## src/rtl/gpio_button_link.sv

```systemverilog
// gpio_button_link
//
// Two-board button link for the multiplayer game.
//   TX: registers local mouse button levels onto the outgoing GPIO pins.
//   RX: per channel, synchronises an incoming pin, debounces it and presents
//       a clean level plus one-cycle rise/fall pulses to the game logic.
//   Loopback feeds local_btn into the RX path so one board can test itself.
//
// Ports
//   clk           system clock (only clock)
//   rst           synchronous, active-high reset
//   local_btn     [CHANNELS] local button levels, already in the clk domain
//   loopback      1 = RX path samples local_btn instead of gpio_in
//   gpio_in       [CHANNELS] asynchronous pins from the peer board
//   gpio_out      [CHANNELS] registered copy of local_btn
//   remote_level  [CHANNELS] debounced remote level
//   remote_rise   [CHANNELS] one-cycle pulse on an accepted 0->1 change
//   remote_fall   [CHANNELS] one-cycle pulse on an accepted 1->0 change

module gpio_button_link #(
    parameter int unsigned CHANNELS        = 2,
    parameter int unsigned SYNC_STAGES     = 2,
    parameter int unsigned DEBOUNCE_CYCLES = 4
) (
    input  logic                clk,
    input  logic                rst,
    input  logic [CHANNELS-1:0] local_btn,
    input  logic                loopback,
    input  logic [CHANNELS-1:0] gpio_in,
    output logic [CHANNELS-1:0] gpio_out,
    output logic [CHANNELS-1:0] remote_level,
    output logic [CHANNELS-1:0] remote_rise,
    output logic [CHANNELS-1:0] remote_fall
);

    localparam int unsigned     CntW   = $clog2(DEBOUNCE_CYCLES + 1);
    localparam logic [CntW-1:0] CntMax = CntW'(DEBOUNCE_CYCLES - 1);

    logic [CHANNELS-1:0] src;
    logic [CHANNELS-1:0] sync;
    logic [CHANNELS-1:0] sync_q [SYNC_STAGES];

    logic [CHANNELS-1:0] gpio_out_q;
    logic [CHANNELS-1:0] stable_q, stable_d;
    logic [CHANNELS-1:0] rise_q, rise_d;
    logic [CHANNELS-1:0] fall_q, fall_d;
    logic [CntW-1:0]     cnt_q [CHANNELS];
    logic [CntW-1:0]     cnt_d [CHANNELS];

    // Mux sits ahead of the synchroniser so loopback sees the identical filter.
    assign src  = loopback ? local_btn : gpio_in;
    assign sync = sync_q[SYNC_STAGES-1];

    // TX path
    always_ff @(posedge clk) begin
        if (rst) begin
            gpio_out_q <= '0;
        end else begin
            gpio_out_q <= local_btn;
        end
    end

    // Input synchroniser chain
    always_ff @(posedge clk) begin
        if (rst) begin
            for (int s = 0; s < int'(SYNC_STAGES); s++) begin
                sync_q[s] <= '0;
            end
        end else begin
            sync_q[0] <= src;
            for (int s = 1; s < int'(SYNC_STAGES); s++) begin
                sync_q[s] <= sync_q[s-1];
            end
        end
    end

    // Debounce: a change is accepted only after DEBOUNCE_CYCLES consecutive
    // samples differ from the stable level; any agreeing sample restarts it.
    always_comb begin
        stable_d = stable_q;
        rise_d   = '0;
        fall_d   = '0;
        for (int i = 0; i < int'(CHANNELS); i++) begin
            cnt_d[i] = cnt_q[i];
            if (sync[i] == stable_q[i]) begin
                cnt_d[i] = '0;
            end else if (cnt_q[i] == CntMax) begin
                stable_d[i] = sync[i];
                cnt_d[i]    = '0;
                rise_d[i]   = sync[i];
                fall_d[i]   = ~sync[i];
            end else begin
                cnt_d[i] = cnt_q[i] + CntW'(1);
            end
        end
    end

    always_ff @(posedge clk) begin
        if (rst) begin
            stable_q <= '0;
            rise_q   <= '0;
            fall_q   <= '0;
            for (int i = 0; i < int'(CHANNELS); i++) begin
                cnt_q[i] <= '0;
            end
        end else begin
            stable_q <= stable_d;
            rise_q   <= rise_d;
            fall_q   <= fall_d;
            for (int i = 0; i < int'(CHANNELS); i++) begin
                cnt_q[i] <= cnt_d[i];
            end
        end
    end

    assign gpio_out     = gpio_out_q;
    assign remote_level = stable_q;
    assign remote_rise  = rise_q;
    assign remote_fall  = fall_q;

endmodule

```

## config.mk

```make
export PLATFORM = sky130hd
export DESIGN_NAME = gpio_button_link
export DESIGN_NICKNAME = d
export VERILOG_FILES = /design/src/rtl/gpio_button_link.sv
export SDC_FILE = /design/constraint.sdc
export NUM_CORES = 1
export LEC_CHECK = 0
export BUFFER_PORTS_ARGS = -buffer_cell sky130_fd_sc_hd__clkbuf_2
export CAP_MARGIN = 25
export CELL_PAD_IN_SITES_DETAIL_PLACEMENT = 1
export CELL_PAD_IN_SITES_GLOBAL_PLACEMENT = 1
export CORE_MARGIN = 3
export CORE_UTILIZATION = 42
export CTS_CLUSTER_DIAMETER = 40
export DETAILED_ROUTE_END_ITERATION = 10
export PLACE_DENSITY_LB_ADDON = 0.2
export SETUP_SLACK_MARGIN = 0.2
export SYNTH_ARGS = -nofsm -noshare
export SYNTH_HDL_FRONTEND = slang
export SYNTH_SLANG_ARGS = --single-unit
```

## constraint.sdc

```tcl
create_clock -name clk -period 1.8 [get_ports clk]
set_input_delay 0.36 -clock clk [delete_from_list [all_inputs] [get_ports clk]]
set_output_delay 0.36 -clock clk [all_outputs]
set_load 0.005 [all_outputs]
```

# Yosys cells after proc, flatten, opt, wreduce, memory -nomap -nowiden

Memories as Yosys holds them, arrays and structs flattened.
Index checks and enable logic that the tools add are counted.

$add $sub $neg: 2
Equal/unequal tests: 4
Mux-type cells: 12
Bitwise gates (word level): 10
Reductions and logical operators: 4

Operators with widths:

| cell                                                | count |
|---|---|
| 2-to-1 mux 3 bit                                    | 6 |
| adder 3 x 1 -> 3 bit, second input constant         | 2 |
| equality test 3 x 2 -> 1 bit, second input constant | 2 |
| 2-to-1 mux 2 bit                                    | 3 |
| inverter 1 bit                                      | 6 |
| OR reduction 3 bit                                  | 2 |
| OR 1 bit                                            | 4 |
| AND reduction 2 bit                                 | 2 |
| 2-to-1 mux 1 bit                                    | 3 |
| equality test 1 bit                                 | 2 |

Register bits after elaboration: 8
RAM bits: 10
Bits of input ports: 7
Word-level logic and storage cells: 41
Memories kept: 2

Memories:

| memory | depth | bits a word | rd ports | clocked after memory_dff | wr ports | line | text |
|---|---|---|---|---|---|---|---|
| cnt_q  | 2     | 3           | 2        | 0                        | 2        | 47   | `logic [CntW-1:0] cnt_q [CHANNELS];` |
| sync_q | 2     | 2           | 2        | 0                        | 2        | 41   | `logic [CHANNELS-1:0] sync_q [SYNC_STAGES];` |

# Longest topological paths before layout

Depth in word-level cells: 4
Gate-level depth with buffers: 4
Depth with buffers taken out: 4

# Worst setup path before layout

OpenSTA, ideal clock, no wires.

Path kind: register to register
Start: mem cnt_q[0][0] (netlist name)
End: reg fall_q[0] (netlist: remote_fall[0])
Setup time: 117 ps
Arrival: 938 ps
Data required time: 1,683 ps
Setup slack: 745 ps
Stages on the path, launching flop included: 4
Clock period less this slack: 1,055 ps
Path through: dfxtp_1 ha_1 ha_1 and4bb_2

RTL lines:

| what                 | line | text |
|---|---|---|
| start, declared      | 47   |  |
| end signal, assigned | 109  | `fall_q <= fall_d;` |
| end, declared        | 46   | `logic [CHANNELS-1:0] fall_q, fall_d;` |

# Worst setup path after layout

Start: reg stable_q[0] (netlist: remote_level[0])
End: out remote_level[0]

RTL lines:

| what                   | line | text |
|---|---|---|
| start, declared        | 44   | `logic [CHANNELS-1:0] stable_q, stable_d;` |
| start signal, assigned | 107  | `stable_q <= stable_d;` |
| end, declared          | 31   | `output logic [CHANNELS-1:0] remote_level,` |

No word-level cell between the ends.

==> metrics <==
wire length of the first global-routing pass=1662 µm; Slowest Stage Delay on Critical Path=410 ps; CTS Root Cell=sky130_fd_sc_hd__clkbuf_4; quantity of I/O buffers inserted on ports=14; Post-Route Skew=2.006 ps; Routed Antenna Nets=0; count of cell types in the netlist=11; iteration count of the initial detailed-routing pass=2; Longest Clk Path Bufs=2; synthesized flop and latch total=18; post-synthesis cell count=49; detailed-route vias per instance=4.926; mean area per synthesized cell=13.10 µm²; diodes inserted=0; H-tree depth=1; Total Routed Length=958 µm; Floorplan Core Area=0.001366 mm²; layout cells sized above 1=42.42%; arrival time reported for the critical path endpoint=840 ps; clk slew on worst S/H paths=100 ps; origin of the critical flop-to-flop path=cnt_q[0][3]; Pwr Total=680.9 µW; First DRT Iteration DRCs=1; worst supply voltage drop on vdd=0.4570 mV; Worst EP required=1440 ps; number of buffers inserted during clock tree synthesis=3; leak pwr=0.3284 nW; TritonCTS clock tree=built; final-stage net count=78; detail-routed net length per standard cell=11.83 µm; clock latency reported for the late side of the worst-skew pair=280 ps; proportion of synthesized chip area in sequential cells=56.14%; number of buffers and inverters on the critical path=1; final clock period utilization by the worst path=66.71%; sequence of cells on the critical path=clkbuf_2; setup repair after global routing missed its margin=false; cell with the largest stage delay on the worst path=sky130_fd_sc_hd__dfxtp_1; Crit Path Category=register to primary output; routability congestion estimate=0.6218; Maximum Capacitance Violations=0; actual transition at the worst max-transition pin=316.0 ps; critical hold path startpoint=gpio_in[1]; areal power density over the cells=901.0 mW/mm²; busiest grt layer=met2; global-route total usage across every layer=11.58%; top fanout value on the critical path=5; number of fill cells=162; number of max-slew violations in the final report=0; met2 routing resource usage after global routing=18.64%; total vias in the final route=399; Rel. slew slack=78.93%; startpoint of the most critical setup path=remote_level[0]; number of rows created at floorplan=13; Boundary Pins=15; met3 GRT Util=3.187%; via count of the first global-routing pass=386; status=completed; number of clock sinks=18; hold violation count in the final report=0; cell family with the largest share of critical-path delay=flip-flops; Die X-Extent=45.09 µm; time the final worst path needs with I/O delays and setup=1201 ps; initial antenna violation count=0; Die Outline Area=0.002033 mm²; largest net degree at the start of global routing=19; post-cts repair resize count=0; f_max=832.8 MHz; synthesized net count=60; Setup Fix Bufs, Post-CTS=0; utilization after layout=55.31%; Yosys warning count=0; synthesized cell area=641.9 µm²; endpoint type of the worst setup path=primary output; global-route track usage on met1=13.51%; number of hold buffers added after CTS=0; Post-DP HPWL=760.5 µm; floorplan die height=45.09 µm; startpoint types=register; smallest hold slack=303.4 ps; layout-stage area growth over the synthesis result=17.74%; initial core utilization=46.98%; remaining global-route overflow=0; Setup-failing EPs final=0; DRC Markers=0; final setup TNS=0 ps; Tightest Hold Check Type=primary input to register
layout by cell type, fill, tap and decap left out:
cell type / n
sky130_fd_sc_hd__nor4_1: 4
sky130_fd_sc_hd__inv_1: 2
sky130_fd_sc_hd__and2b_2: 4
sky130_fd_sc_hd__nor4b_2: 2
sky130_fd_sc_hd__mux2i_1: 4
sky130_fd_sc_hd__nor2_1: 4
sky130_fd_sc_hd__and4bb_2: 4
sky130_fd_sc_hd__clkbuf_8: 1
sky130_fd_sc_hd__ha_1: 4
sky130_fd_sc_hd__clkbuf_4: 3
sky130_fd_sc_hd__clkbuf_2: 14
sky130_fd_sc_hd__dfxtp_1: 18
sky130_fd_sc_hd__xnor2_1: 2
report_power, final:
part	switching (mW)	internal [mW]
registers	0.00390	0.407
clock network	0.116	0.123
logic	0.0139	0.0167
path summary, 6_finish.rpt:
kind / endpoint / slack [ps] / cells after the start
hold / removal: sync_q[0][1] / 300 / 3
setup reg to reg: remote_level[1] / 630 / 4
hold reg to reg: cnt_q[0][3] / 440 / 1
setup / recovery: remote_level[0] / 600 / 1
cell usage after synthesis (all sizes together):
| cell type | n | area share (%) |
|---|---|---|
| buf | 1 | 1.8 |
| nor4 | 4 | 3.9 |
| mux2i | 4 | 6.2 |
| ha | 4 | 7.8 |
| and2b | 4 | 5.5 |
| xnor2 | 2 | 2.7 |
| nor4b | 2 | 4.7 |
| nor2 | 4 | 2.3 |
| and4bb | 4 | 7.8 |
| inv | 2 | 1.2 |
| dfxtp | 18 | 56 |
cells by family after synthesis:
family / after synthesis / synth area share (%)
AND/OR/NAND/NOR: 18 / 24.17
flip-flops: 18 / 56.14
multiplexers: 4 / 6.238
adder cells (fa/ha/maj): 4 / 7.798
buffers and inverters: 3 / 2.924
XOR/XNOR: 2 / 2.730
metrics by stage:
stage | cells | setup slack, ps | area (µm²)
floorplan | 49 | 745.0 | 641.9
global placement | 77 | 660.3 | 719.4
detailed placement | 77 | 618.3 | 719.4
CTS | 81 | 577.4 | 755.7
global route | 81 | 521.0 | 755.7
finish | 81 | 599.3 | 755.7
worst reg2reg max path, cell delays in order, from the launching register on:
cell and delay [ps]:
sky130_fd_sc_hd__dfxtp_1 350, sky130_fd_sc_hd__ha_1 150, sky130_fd_sc_hd__ha_1 280, sky130_fd_sc_hd__mux2i_1 240
sky130_fd_sc_hd__nor2_1 50
registers in the layout, summed over array words and instances (netlist names):
| signal | cells |
|---|---|
| cnt_q | 6 |
| sync_q | 4 |
| gpio_out | 2 |
| remote_fall | 2 |
| remote_level | 2 |
| remote_rise | 2 |
per-layer routing:
metal  vias to the layer above  wire, µm
met3                         2        64
met5                         -         0
met4                         0         4
met1                       177       394
met2                        10       494
li1                        210         -
layout make-up:
class	instances	area, µm²	share of cell area (%)
Clock buffer	4	36.28	4.801
Inverter	2	7.507	0.9934
Multi-Input combinational cell	28	262.8	34.77
Sequential cell	18	360.3	47.68
Tap cell	15	18.77	2.483
Timing Repair Buffer	14	70.07	9.272
No activity file was read; power rests on OpenSTA's default activity.
